<file path="config.mk">
export PLATFORM = sky130hd
export DESIGN_NAME = barrel_arb
export DESIGN_NICKNAME = d
export VERILOG_FILES = /design/src/rtl/barrel_arb_pkg.sv /design/src/rtl/barrel_arb_barrel.sv /design/src/rtl/barrel_arb.sv
export SDC_FILE = /design/constraint.sdc
export NUM_CORES = 1
export LEC_CHECK = 0
export BUFFER_PORTS_ARGS = -buffer_cell sky130_fd_sc_hd__clkbuf_2
export CAP_MARGIN = 20
export CORE_MARGIN = 1.5
export CORE_UTILIZATION = 50
export DETAILED_ROUTE_END_ITERATION = 6
export GPL_TIMING_DRIVEN = 0
export PLACE_DENSITY = 0.81
export SYNTH_ARGS = -nofsm -noshare
export SYNTH_HDL_FRONTEND = slang
export SYNTH_HIERARCHICAL = 1
export SYNTH_SLANG_ARGS = --single-unit
</file>
<file path="constraint.sdc">
create_clock -name clk -period 2.8 [get_ports clk]
set_clock_uncertainty 0.1 [all_clocks]
set_input_delay 0.28 -clock clk [delete_from_list [all_inputs] [get_ports clk]]
set_output_delay 0.28 -clock clk [all_outputs]
set_load 0.005 [all_outputs]
</file>
<file path="src/rtl/barrel_arb_pkg.sv">
// -----------------------------------------------------------------------------
// barrel_arb_pkg
// Shared definitions for the two-port barrel-shift arbiter:
//   DW, SW              - data width and shift-amount width
//   DIR_LEFT, DIR_RIGHT - encodings of the dir inputs
//   state_t             - arbiter FSM state encoding
// -----------------------------------------------------------------------------
package barrel_arb_pkg;

    localparam int DW = 8;
    localparam int SW = 3;

    localparam logic DIR_LEFT  = 1'b0;
    localparam logic DIR_RIGHT = 1'b1;

    typedef enum logic [1:0] {
        IDLE  = 2'd0,
        SHIFT = 2'd1,
        DONE  = 2'd2
    } state_t;

endpackage

</file>
<file path="src/rtl/barrel_arb_barrel.sv">
// -----------------------------------------------------------------------------
// barrel
// Purely combinational 8-bit logical shifter with zero fill.
//   inp_  [7:0]  operand
//   shamt [2:0]  shift amount 0..7 (0 passes inp_ through)
//   dir          DIR_LEFT = shift left, DIR_RIGHT = shift right
//   out_  [7:0]  shifted result, truncated to 8 bits
// -----------------------------------------------------------------------------
module barrel
    import barrel_arb_pkg::*;
(
    input  logic [DW-1:0] inp_,
    input  logic [SW-1:0] shamt,
    input  logic          dir,
    output logic [DW-1:0] out_
);

    always_comb begin
        if (dir == DIR_LEFT) out_ = inp_ << shamt;
        else                 out_ = inp_ >> shamt;
    end

endmodule

</file>
<file path="src/rtl/barrel_arb.sv">
// -----------------------------------------------------------------------------
// barrel_arb
// Two-port round-robin arbiter in front of a single shared barrel shifter.
// One operation takes three cycles: IDLE (arbitrate + capture) -> SHIFT
// (load result) -> DONE (valid pulse, pointer update) -> IDLE.
//   clk, rst                  clock, asynchronous active-high reset
//   req0/data0/shamt0/dir0    port 0 request and operands
//   req1/data1/shamt1/dir1    port 1 request and operands
//   gnt0, gnt1                one-cycle grant pulses (operands captured)
//   out_                      registered shift result
//   valid                     one-cycle pulse, out_/owner meaningful
//   owner                     port that owns the current out_
//   busy                      high whenever the FSM is not in IDLE
// All outputs are flops.
// -----------------------------------------------------------------------------
module barrel_arb
    import barrel_arb_pkg::*;
(
    input  logic          clk,
    input  logic          rst,
    input  logic          req0,
    input  logic [DW-1:0] data0,
    input  logic [SW-1:0] shamt0,
    input  logic          dir0,
    input  logic          req1,
    input  logic [DW-1:0] data1,
    input  logic [SW-1:0] shamt1,
    input  logic          dir1,
    output logic          gnt0,
    output logic          gnt1,
    output logic [DW-1:0] out_,
    output logic          valid,
    output logic          owner,
    output logic          busy
);

    state_t        state, state_nxt;
    logic [DW-1:0] op_data, op_data_nxt;
    logic [SW-1:0] op_shamt, op_shamt_nxt;
    logic          op_dir, op_dir_nxt;
    logic          op_port, op_port_nxt;
    logic          last_served, last_served_nxt;
    logic          gnt0_nxt, gnt1_nxt, valid_nxt, owner_nxt, busy_nxt;
    logic [DW-1:0] out_nxt;
    logic [DW-1:0] shift_res;
    logic          win;

    // Contention goes to the port not served last; a lone requester always wins.
    assign win = (req0 && req1) ? ~last_served : req1;

    barrel u_barrel (
        .inp_  (op_data),
        .shamt (op_shamt),
        .dir   (op_dir),
        .out_  (shift_res)
    );

    // NOTE: every signal gets a default before the case so no path leaves it
    // unassigned; otherwise synthesis infers a latch to hold the old value.
    always_comb begin
        state_nxt       = state;
        op_data_nxt     = op_data;
        op_shamt_nxt    = op_shamt;
        op_dir_nxt      = op_dir;
        op_port_nxt     = op_port;
        last_served_nxt = last_served;
        gnt0_nxt        = 1'b0;
        gnt1_nxt        = 1'b0;
        valid_nxt       = 1'b0;
        out_nxt         = out_;
        owner_nxt       = owner;

        case (state)
            IDLE: begin
                if (req0 || req1) begin
                    op_port_nxt  = win;
                    op_data_nxt  = win ? data1  : data0;
                    op_shamt_nxt = win ? shamt1 : shamt0;
                    op_dir_nxt   = win ? dir1   : dir0;
                    gnt0_nxt     = ~win;
                    gnt1_nxt     = win;
                    state_nxt    = SHIFT;
                end
            end
            SHIFT: begin
                // valid is set here so that it is high during the DONE cycle.
                out_nxt   = shift_res;
                owner_nxt = op_port;
                valid_nxt = 1'b1;
                state_nxt = DONE;
            end
            DONE: begin
                last_served_nxt = owner;
                state_nxt       = IDLE;
            end
            default: state_nxt = IDLE;
        endcase

        busy_nxt = (state_nxt != IDLE);
    end

    always_ff @(posedge clk or posedge rst) begin
        if (rst) begin
            state <= IDLE;
        end else begin
            state <= state_nxt;
        end
    end

    // NOTE: registers update with non-blocking assignments so every flop
    // samples pre-edge values, independent of statement order.
    always_ff @(posedge clk or posedge rst) begin
        if (rst) begin
            op_data     <= '0;
            op_shamt    <= '0;
            op_dir      <= 1'b0;
            op_port     <= 1'b0;
            last_served <= 1'b1;   // port 0 wins the first contention
            gnt0        <= 1'b0;
            gnt1        <= 1'b0;
            valid       <= 1'b0;
            out_        <= '0;
            owner       <= 1'b0;
            busy        <= 1'b0;
        end else begin
            op_data     <= op_data_nxt;
            op_shamt    <= op_shamt_nxt;
            op_dir      <= op_dir_nxt;
            op_port     <= op_port_nxt;
            last_served <= last_served_nxt;
            gnt0        <= gnt0_nxt;
            gnt1        <= gnt1_nxt;
            valid       <= valid_nxt;
            out_        <= out_nxt;
            owner       <= owner_nxt;
            busy        <= busy_nxt;
        end
    end

endmodule

</file>
==> summary.md, run 1 <==
| Metric | Value |
|---|---|
| Worst VDD drop | `0.631 mV` |
| IO Pins | `41` |
| Die H | `63.1 um` |
| Adder-cell share of the synthesized area | `0%` |
| Post-Synth XOR/XNOR Area | `0%` |
| Final min period | `1.80 ns` |
| LEAKAGE | `1.09 nW` |
| Final hold vios | `0` |
| Residual DRC | `0` |
| Dpl ws | `1.05 ns` |
| Mapped Nets | `198` |
| Initial Util | `53.2%` |
| Worst-path clk slew | `0.09 ns` |
| R2R depth | `7` |
| Status | `finished clean` |
| Vias after detailed routing | `1456` |
| Synthesized flop and latch total | `29` |
| Slew headroom | `70.2%` |
| Tightest Pin Transition | `0.448 ns` |
| Largest family of logic cells by synthesized area | `multiplexers` |
| Critical Path End Type | `flop` |
| Worst hold path endpoint | `op_shamt[2]$_DFFE_PP0P_` |
| Synth-to-layout area growth | `21.1%` |
| Origin of the critical flop-to-flop path | `op_shamt[1]$_DFFE_PP0P_` |
| Max-slew violations | `0` |
| DIE WIDTH | `63.1 um` |
| Simple-gate share of the synthesized area | `16.7%` |
| Seq/Total Area, Yosys | `40.3%` |
| Drt pass-1 iters | `5` |
| # port buffers | `40` |
| Part of the cycle the worst path needs | `64.3%` |
| Max_cap viols | `0` |
| Crit path kind | `flop to flop` |
| Final setup fails | `0` |
| Synth Instances | `170` |
| Post-Syn Area | `1800 um2` |
| Antenna Violating Nets Remaining | `0` |
| PostCTS Resize Cnt | `0` |
| Switching power | `1.01 mW` |
| Register area | `727 um2` |
| Share of the synthesized area in the top cell type | `38.9%` |
| Total GRT Usage | `20.6%` |
| WL final | `3.73 mm` |
| Yosys top cell by area | `dfrtp_1` |
| R2R setup slack | `1.0 ns` |
| Clock buffer depth | `2` |
| Fillers | `305` |
| Setup TNS | `0 ns` |
| Grt ovf | `0` |
| Worst Path Arrival | `1.92 ns` |
| Post-layout nets | `247` |
| Max Clock Freq | `555 MHz` |
| Power density cells | `1180 nW/um2` |
| Clk root buf | `clkbuf_4` |
| Largest net degree at the start of global routing | `30` |
| Most used DFF post-synth | `dfrtp_1` |
| Ratio of cells with drive above 1 in the final layout | `40.5%` |
| Hold Startpoint | `shamt1[2]` |
| Clock sinks | `29` |
| Combinational power share | `53.6%` |
| Rows | `21` |
| Crit-path max FO | `10` |
| Multiplexer area fraction after synthesis | `28.6%` |
| Required @ worst endpoint | `2.92 ns` |
| ANT cells | `0` |
| Routed len/inst | `14.0 um` |
| Post-CTS Setup Bufs | `0` |
| Most common cell after layout, fill and taps aside | `clkbuf_2` |
| Reg power frac | `32.4%` |
| Setup slack after layout | `0.999 ns` |
| Type of origin of the critical path | `flop` |
| WHS Path Cells | `3` |
| Initial DRC count | `53` |
| Vias in the first global route | `1406` |
| Area occupied by multi-input gates | `986 um2` |
| Netlist cell types | `42` |
| HP Class | `input pin to flop` |
| Worst R2R End | `out_[3]$_DFFE_PP0N_` |
| RSZ-0062 raised after global routing | `no` |
| Core box area | `3390 um2` |
| Syn Area/Cell | `10.6 um2` |
| First-pass GRT wire length | `6.41 mm` |
| Sw Share | `39.4%` |
| Hold Buf Count CTS | `0` |
| EDFF count, synth | `0` |
| Vias per std cell | `5.47` |
| Hpwl dp | `2.79 mm` |
| CTS tree | `yes` |
| Warnings from Yosys | `6` |
| Commonest cells after routing, fill and taps aside | `clkbuf_2 (40), nand2_1 (36), dfrtp_1 (28)` |
| Initial antenna violation count | `0` |
| Top post-synthesis cells by area | `dfrtp_1 (39%), mux2_2 (11%), mux2_4 (7.5%)` |
| Synth Area in Compound Gates | `9.44%` |
| Gpl congestion | `0.915` |
| CTS Buf Count | `5` |
| CTS H-Tree Depth | `2` |
| P_int | `1.56 mW` |
| Clock power share | `14.0%` |
| Async SR Flop Fraction | `100%` |
| Clk_lat worst skew | `0.33 ns` |
| Die area | `3980 um2` |
power groups by stage:
stage	clock (mW)	combinational (mW)	sequential, mW
after global placement	0	1.33	0.826
after detailed placement	0	1.35	0.842
after global routing	0.392	1.52	0.868
after floorplan	0	1.07	0.786
final	0.359	1.38	0.833
after CTS	0.369	1.36	0.832
cells by family (layout without fill, tap and decap cells):
family                 Yosys count  in the layout
AOI/OAI and AO/OA               23             23
buffers and inverters           15             65
DFF                             29             29
muxes                           39             39
and+or+nand+nor                 64             64
routing by layer:
layer	share of wire, %	global-route usage (%)	vias up
met4	0.91	5.00	0
li1	-	-	694
met3	6.2	5.89	4
met2	52	36.3	65
met5	0	0	-
met1	41	24.7	693
sequential cells by signal, indices dropped and copies added (netlist names):
name	count
busy	1
gnt0	1
gnt1	1
last_served	1
op_data	8
op_dir	1
op_port	1
op_shamt	3
out_	8
owner	1
state	2
valid	1
worst max-delay path by stage:
| stage | from | end | slack, ns | cells after the start |
|---|---|---|---|---|
| after floorplan | op_shamt[1]$_DFFE_PP0P_ | out_[4]$_DFFE_PP0N_ | 1.21 | 7 |
| after global placement | op_shamt[1]$_DFFE_PP0P_ | out_[4]$_DFFE_PP0N_ | 1.04 | 7 |
| after detailed placement | op_shamt[1]$_DFFE_PP0P_ | out_[4]$_DFFE_PP0N_ | 1.05 | 7 |
| after CTS | op_shamt[1]$_DFFE_PP0P_ | out_[4]$_DFFE_PP0N_ | 1.03 | 7 |
| after global routing | op_shamt[1]$_DFFE_PP0P_ | out_[3]$_DFFE_PP0N_ | 0.86 | 7 |
| final | op_shamt[1]$_DFFE_PP0P_ | out_[3]$_DFFE_PP0N_ | 1.0 | 7 |
metrics by stage:
step                      hold slack (ns)  utilization [%]  total power [mW]  instance area, um2  instances
after floorplan                     0.257                -              1.85                1800        170
final                               0.204             64.4              2.57                2180        266
after global routing                0.189             64.4              2.78                2180        266
after detailed placement            0.366             60.8              2.19                2060        256
after CTS                          0.0940             63.3              2.56                2150        264
after global placement              0.358             60.8              2.15                2060        256
cell type report:
cell class / count / share of cell area (%)
Inverter: 5 / 0.860
Timing Repair Buffer: 42 / 10.9
Multi-Input combinational cell: 126 / 45.2
Buffer: 10 / 3.27
Clock inverter: 1 / 1.38
Sequential cell: 29 / 33.3
Clock buffer: 7 / 2.52
Tap cell: 46 / 2.64
synthesized netlist by cell type, types with 3 or more instances:
master	number
o21ai_0	3
nand2_1	36
a21oi_1	4
mux2i_1	8
dfrtp_1	28
nor2_1	6
inv_1	4
buf_2	3
mux2_2	17
buf_4	3
nor2b_1	4
nor3_1	3
mux2_4	9
nand2b_1	6
worst max-delay path, stage by stage, from the launching register on:
cell and delay (ns):
dfrtp_1 0.44, buf_6 0.18, mux2i_1 0.38, nor3b_2 0.09
a211oi_1 0.24, a22oi_1 0.12, nand2_1 0.08, nand2_1 0.05
Note: power is estimated with default switching activity, not from simulation.
==> run 2: changes to the inputs <==
==> constraint.sdc (replaced) <==
create_clock -name clk -period 1.9 [get_ports clk]
set_clock_uncertainty 0.1 [all_clocks]
set_input_delay 0.19 -clock clk [delete_from_list [all_inputs] [get_ports clk]]
set_output_delay 0.19 -clock clk [all_outputs]
set_load 0.005 [all_outputs]
==> summary.md, run 2 (synthesis gave the netlist of run 1 again) <==
| Metric | Value |
|---|---|
| Part of the cycle the worst path needs | `93.3% (+29 points)` |
| Vias after detailed routing | `1436 (-1.4%)` |
| CTS tree | `yes` |
| Setup TNS | `0 ns (unchanged)` |
| Final Core Density | `64.6% (+0.15 points)` |
| Slew headroom | `71.0% (+0.85 points)` |
| Rows | `21 (unchanged)` |
| RSZ-0062 raised after global routing | `no` |
| Max Clock Freq | `564 MHz (+1.6%)` |
| Largest net degree at the start of global routing | `30 (unchanged)` |
| Antenna Violating Nets Remaining | `0 (unchanged)` |
| First-pass GRT wire length | `6.41 mm (unchanged)` |
| Cells along the critical path | `buf_6, mux2_4, mux2i_1, nor2_1, o31a_1, nand2_1, nand2_1` |
| Initial Util | `53.2% (unchanged)` |
| ANT cells | `0 (unchanged)` |
| Crit-path max FO | `10 (unchanged)` |
| HP Class | `input pin to flop` |
| Clock sinks | `29 (unchanged)` |
| Die H | `63.1 um (unchanged)` |
| Clk root buf | `clkbuf_4` |
| Worst Path Arrival | `1.89 ns (-0.03 ns)` |
| Max_cap viols | `0 (unchanged)` |
| Worst Path Buf+Inv | `1 (unchanged)` |
| CTS Buf Count | `5 (unchanged)` |
| Core box area | `3390 um2 (unchanged)` |
| Top delay family on crit path | `multiplexers` |
| IO Pins | `41 (unchanged)` |
| Drt pass-1 iters | `4 (-1)` |
| Vias in the first global route | `1406 (unchanged)` |
| Status | `finished clean` |
| Setup slack after layout | `0.128 ns (-0.871 ns)` |
| Dpl ws | `0.150 ns (-0.900 ns)` |
| Final min period | `1.77 ns (-0.0291 ns)` |
| CTS H-Tree Depth | `2 (unchanged)` |
| Max-slew violations | `0 (unchanged)` |
| Clock buffer depth | `2 (unchanged)` |
| Power density cells | `1740 nW/um2 (+48%)` |
| Grt ovf | `0 (unchanged)` |
| Cell mode on critical path | `nand2_1` |
| Final hold vios | `0 (unchanged)` |
| Top Registers | `op_data (8), out_ (8), op_shamt (3)` |
| Crit path max-delay cell type | `dfrtp_2` |
| Worst VDD drop | `0.938 mV (+49%)` |
| Worst path max stage delay | `0.45 ns (about the same)` |
| Required @ worst endpoint | `2.02 ns (-0.90 ns)` |
| Worst-path clk slew | `0.10 ns (about the same)` |
| Post-layout nets | `247 (unchanged)` |
| Ratio of cells with drive above 1 in the final layout | `41.4% (+0.91 points)` |
| Crit path kind | `flop to flop` |
| Critical Path End Type | `flop` |
| Hpwl dp | `2.79 mm (unchanged)` |
| Type of origin of the critical path | `flop` |
| Vias per std cell | `5.40 (-1.4%)` |
| Most common cell after layout, fill and taps aside | `clkbuf_2` |
| Residual DRC | `0 (unchanged)` |
| Clk_lat worst skew | `0.33 ns (about the same)` |
| Synth-to-layout area growth | `21.4%` |
| Routed len/inst | `14.1 um (+0.24%)` |
| LEAKAGE | `1.09 nW (-0.24%)` |
| Gpl congestion | `0.915 (unchanged)` |
| Initial DRC count | `60 (+13%)` |
| Final setup fails | `0 (unchanged)` |
| WL final | `3.74 mm (+0.24%)` |
| Post-CTS Setup Bufs | `0 (unchanged)` |
| DIE WIDTH | `63.1 um (unchanged)` |
| Die area | `3980 um2 (unchanged)` |
| Initial antenna violation count | `0 (unchanged)` |
| Tightest Pin Transition | `0.435 ns (-0.0127 ns)` |
| Commonest cells after routing, fill and taps aside | `clkbuf_2 (40), nand2_1 (36), dfrtp_1 (27)` |
| # port buffers | `40 (unchanged)` |
| Total GRT Usage | `20.6% (unchanged)` |
## run 2: worst min-delay path, delay by kind of cell
kind | cells | cell delay, ns
muxes | 2 | 0.26
buffers and inverters | 1 | 0.07
## run 2: path summary, 6_finish.rpt
path | startpoint | to | slack (ns) | cells past startpoint
setup / recovery | op_shamt[1]$_DFFE_PP0P_ | out_[4]$_DFFE_PP0N_ | 0.13 | 7
hold / removal | shamt1[2] | op_shamt[2]$_DFFE_PP0P_ | 0.11 | 3
setup reg to reg | op_shamt[1]$_DFFE_PP0P_ | out_[4]$_DFFE_PP0N_ | 0.13 | 7
hold reg to reg | out_[7]$_DFFE_PP0N_ | out_[7]$_DFFE_PP0N_ | 0.38 | 2
max in group asynchronous | rst | last_served$_DFFE_PP1N_ | 0.93 | 4
min in group asynchronous | rst | out_[5]$_DFFE_PP0N_ | 0.26 | 3
## run 2: area by class of cell
type	instances	area, um2
fill	303	1200
multi-input combinational	126	990
sequential	29	728
timing repair buffer	42	238
buffer	10	71.3
tap	46	57.6
clock buffer	7	55.1
clock inverter	1	30.0
inverter	5	18.8
## run 2: through the flow
stage               cell area (um2)  hold slack [ns]  std cells  power [mW]
finish                         2190            0.112        266        3.80
global route                   2190           0.0990        266        4.11
CTS                            2150          0.00395        264        3.77
detailed placement             2060            0.366        256        3.23
global placement               2060            0.358        256        3.17
floorplan                      1800            0.167        170        2.73
## run 2: timing repair
item | CTS | global route
hold buffers | 0 | 1
endpoints found under the hold margin | 0 | 7
resized for setup | 0 | 2
endpoints found under the setup margin | 0 | 2
## run 2: power breakdown
part / switching (mW) / leakage [nW] / total [mW] / internal, mW
clock: 0.217 / 0.0455 / 0.531 / 0.314
combinational: 0.971 / 0.690 / 2.03 / 1.06
sequential: 0.307 / 0.352 / 1.23 / 0.925
## run 2: metal layers
layer	vias to the layer above	wire length (um)	global-route usage, %
met2	49	1980	36.3
met5	-	0	0
li1	694	-	-
met3	4	204	5.89
met1	689	1520	24.7
met4	0	34	5.00
==> run 3: changes to the inputs <==
--- a/config.mk
+++ b/config.mk
@@ -14,5 +14,4 @@
 export PLACE_DENSITY = 0.81
 export SYNTH_ARGS = -nofsm -noshare
 export SYNTH_HDL_FRONTEND = slang
-export SYNTH_HIERARCHICAL = 1
 export SYNTH_SLANG_ARGS = --single-unit
==> summary.md, run 3 <==
| Metric | Value |
|---|---|
| Clk_lat worst skew | `0.34 ns (about the same)` |
| Area occupied by multi-input gates | `845 um2 (-15%)` |
| Die H | `61.1 um (-3.1%)` |
| P_int | `1.90 mW (-17%)` |
| Most common cell after layout, fill and taps aside | `clkbuf_2` |
| Final Power | `3.39 mW (-11%)` |
| Status | `finished clean` |
| Vias per std cell | `5.62 (+4.0%)` |
| Setup TNS | `0 ns (unchanged)` |
| IO Pins | `41 (unchanged)` |
| Yosys top cell by area | `dfrtp_1` |
| Final hold vios | `0 (unchanged)` |
| Async SR Flop Fraction | `100% (unchanged)` |
| Initial Util | `53.9% (+0.73 points)` |
| Most used DFF post-synth | `dfrtp_1` |
| Vias in the first global route | `1349 (-4.1%)` |
| Top Registers | `op_data (8), out_ (8), op_shamt (3)` |
| Fillers | `291 (-4.0%)` |
| Post-CTS Setup Bufs | `0 (unchanged)` |
| Type of origin of the critical path | `flop` |
| Register area | `727 um2 (-0.17%)` |
| Worst Path Arrival | `1.86 ns (-0.03 ns)` |
| Part of the cycle the worst path needs | `91.8% (-1.5 points)` |
| GR met2 Demand/Resource | `36.0% (-0.28 points)` |
| Switching power | `1.49 mW (-0.60%)` |
| Reg power frac | `34.7% (+2.3 points)` |
| Clk root buf | `clkbuf_4` |
| Core box area | `3130 um2 (-7.7%)` |
| ANT cells | `0 (unchanged)` |
| Share of the synthesized area in the top cell type | `41.5% (+2.7 points)` |
| Mapped Nets | `200 (+1.0%)` |
| Max_cap viols | `0 (unchanged)` |
| Max Clock Freq | `573 MHz (+1.6%)` |
| Antenna Violating Nets Remaining | `0 (unchanged)` |
| Clock sinks | `29 (unchanged)` |
| Hold_ws | `0.0388 ns (-0.0729 ns)` |
| Critical Path End Type | `flop` |
| Commonest cells after routing, fill and taps aside | `clkbuf_2 (40), dfrtp_1 (28), nand2_1 (24)` |
| Drt pass-1 iters | `4 (unchanged)` |
| Slew headroom | `61.6% (-9.4 points)` |
| Clock buffer depth | `2 (unchanged)` |
| Most Crowded Layer GR | `met2` |
| Vias after detailed routing | `1494 (+4.0%)` |
| Sw Share | `43.8% (+4.5 points)` |
| Synth-to-layout area growth | `20.3%` |
| Combinational power share | `54.8% (+1.2 points)` |
| CTS tree | `yes` |
| Max-slew violations | `0 (unchanged)` |
| Post-layout nets | `249 (+0.81%)` |
| Final min period | `1.74 ns (-0.0282 ns)` |
| # port buffers | `40 (unchanged)` |
| Hpwl dp | `2.74 mm (-1.6%)` |
| Grt ovf | `0 (unchanged)` |
| GR Layer Usage met1 | `31.4% (+6.6 points)` |
| Synth Instances | `172 (+1.2%)` |
| Seq/Total Area, Yosys | `43.1% (+2.8 points)` |
| CTS H-Tree Depth | `2 (unchanged)` |
| Initial antenna violation count | `0 (unchanged)` |
| Clock power share | `10.6% (-3.4 points)` |
| Worst-path clk slew | `0.09 ns (about the same)` |
| Residual DRC | `0 (unchanged)` |
| Ratio of cells with drive above 1 in the final layout | `29.3% (-12 points)` |
| Routed len/inst | `14.0 um (-0.67%)` |
| Final setup fails | `0 (unchanged)` |
| Top-count cell post-synth | `dfrtp_1` |
| Hold Buf Count CTS | `0 (unchanged)` |
| Power density cells | `1670 nW/um2 (-3.7%)` |
| CTS Buf Count | `5 (unchanged)` |
| Die area | `3730 um2 (-6.2%)` |
| Crit-path max FO | `10 (unchanged)` |
| Tightest Pin Transition | `0.576 ns (+0.141 ns)` |
| Netlist cell types | `35 (-17%)` |
| Largest net degree at the start of global routing | `30 (unchanged)` |
| Warnings from Yosys | `0 (-6)` |
| EDFF count, synth | `0 (unchanged)` |
| RSZ-0062 raised after global routing | `no` |
| Gpl congestion | `0.900 (-1.6%)` |
| WL final | `3.71 mm (-0.67%)` |
| Met3 Use GR | `7.35% (+1.5 points)` |
| PostCTS Resize Cnt | `0 (unchanged)` |
| Total GRT Usage | `23.7% (+3.1 points)` |
| Worst VDD drop | `0.875 mV (-6.8%)` |
| Top post-synthesis cells by area | `dfrtp_1 (42%), mux2i_1 (12%), o21ai_0 (5.3%)` |
| Most frequent cells after synthesis | `dfrtp_1 (28), nand2_1 (24), mux2i_1 (21), o21ai_0 (18), nor2_1 (8)` |
| DIE WIDTH | `61.1 um (-3.1%)` |
| First-pass GRT wire length | `6.29 mm (-1.8%)` |
| Rows | `20 (-4.8%)` |
| LEAKAGE | `0.986 nW (-9.3%)` |
| Synthesized flop and latch total | `29 (unchanged)` |
| Post-Syn Area | `1690 um2 (-6.5%)` |
| Crit path kind | `flop to flop` |
| Syn Area/Cell | `9.81 um2 (-7.5%)` |
| Required @ worst endpoint | `2.02 ns (about the same)` |
| Initial DRC count | `65 (+8.3%)` |
| HP Class | `input pin to flop` |
==> run 3: changes by cell type after synthesis, moves of 3 or more <==
cell,before,now
o21ai_0,3,18
nand2_1,36,24
mux2_4,9,0
inv_1,4,7
a22oi_1,1,4
mux2_2,17,1
mux2i_1,8,21
==> run 3: layer usage <==
layer  routed length (um)  vias to the layer above
met1                 1670                      686
li1                     -                      720
met5                    0                        -
met3                  270                       12
met2                 1710                       76
met4                   68                        0
==> run 3: critical path, cell delays in order (launching register included) <==
cell,delay (ns)
dfrtp_1,0.35
buf_6,0.14
buf_4,0.18
mux2i_1,0.30
o21ai_0,0.21
a221oi_2,0.28
o21ai_1,0.08
==> run 3: per-stage QoR <==
step / utilization, % / area, um2 / setup slack (ns) / cells
2_1_floorplan: - / 1690 / 0.373 / 172
3_5_place_dp: 62.1 / 1940 / 0.210 / 256
3_3_place_gp: 62.1 / 1940 / 0.237 / 256
5_1_grt: 64.8 / 2030 / 0.0299 / 266
6_report: 64.8 / 2030 / 0.156 / 266
4_1_cts: 63.6 / 1990 / 0.195 / 264
==> run 3: power groups by stage <==
stage	sequential, mW	clock, mW	combinational [mW]
floorplan	1.11	0	1.39
global placement	1.16	0	1.79
detailed placement	1.18	0	1.83
CTS	1.17	0.366	1.84
global route	1.21	0.399	2.07
finish	1.17	0.358	1.86
==> run 3: kinds of logic (layout without fill, tap and decap cells) <==
kind of cell	count (synthesis)	after routing	share of synthesized area [%]
compound gates	46	46	17.8
simple gates	50	50	13.8
flops	29	29	43.1
buf+inv	21	71	6.82
mux	26	26	18.5
==> run 3: final cells by class <==
cell class,instances,share of cell area (%)
timing repair buffer,42,11.7
multi-input combinational,122,41.6
sequential,29,35.8
inverter,7,1.30
buffer,14,4.38
clock buffer,8,2.41
tap,44,2.71
==> run 3: worst paths after layout <==
kind | startpoint | endpoint | slack (ns) | cells after the start
max | op_shamt[1]$_DFFE_PP0P_ | out_[6]$_DFFE_PP0N_ | 0.16 | 6
min | data0[3] | op_data[3]$_DFFE_PP0P_ | 0.04 | 3
max reg2reg | op_shamt[1]$_DFFE_PP0P_ | out_[6]$_DFFE_PP0N_ | 0.16 | 6
min reg2reg | op_port$_DFFE_PP0P_ | owner$_DFFE_PP0N_ | 0.38 | 2
max in group asynchronous | rst | op_data[1]$_DFFE_PP0P_ | 0.87 | 4
min in group asynchronous | rst | out_[2]$_DFFE_PP0N_ | 0.34 | 3
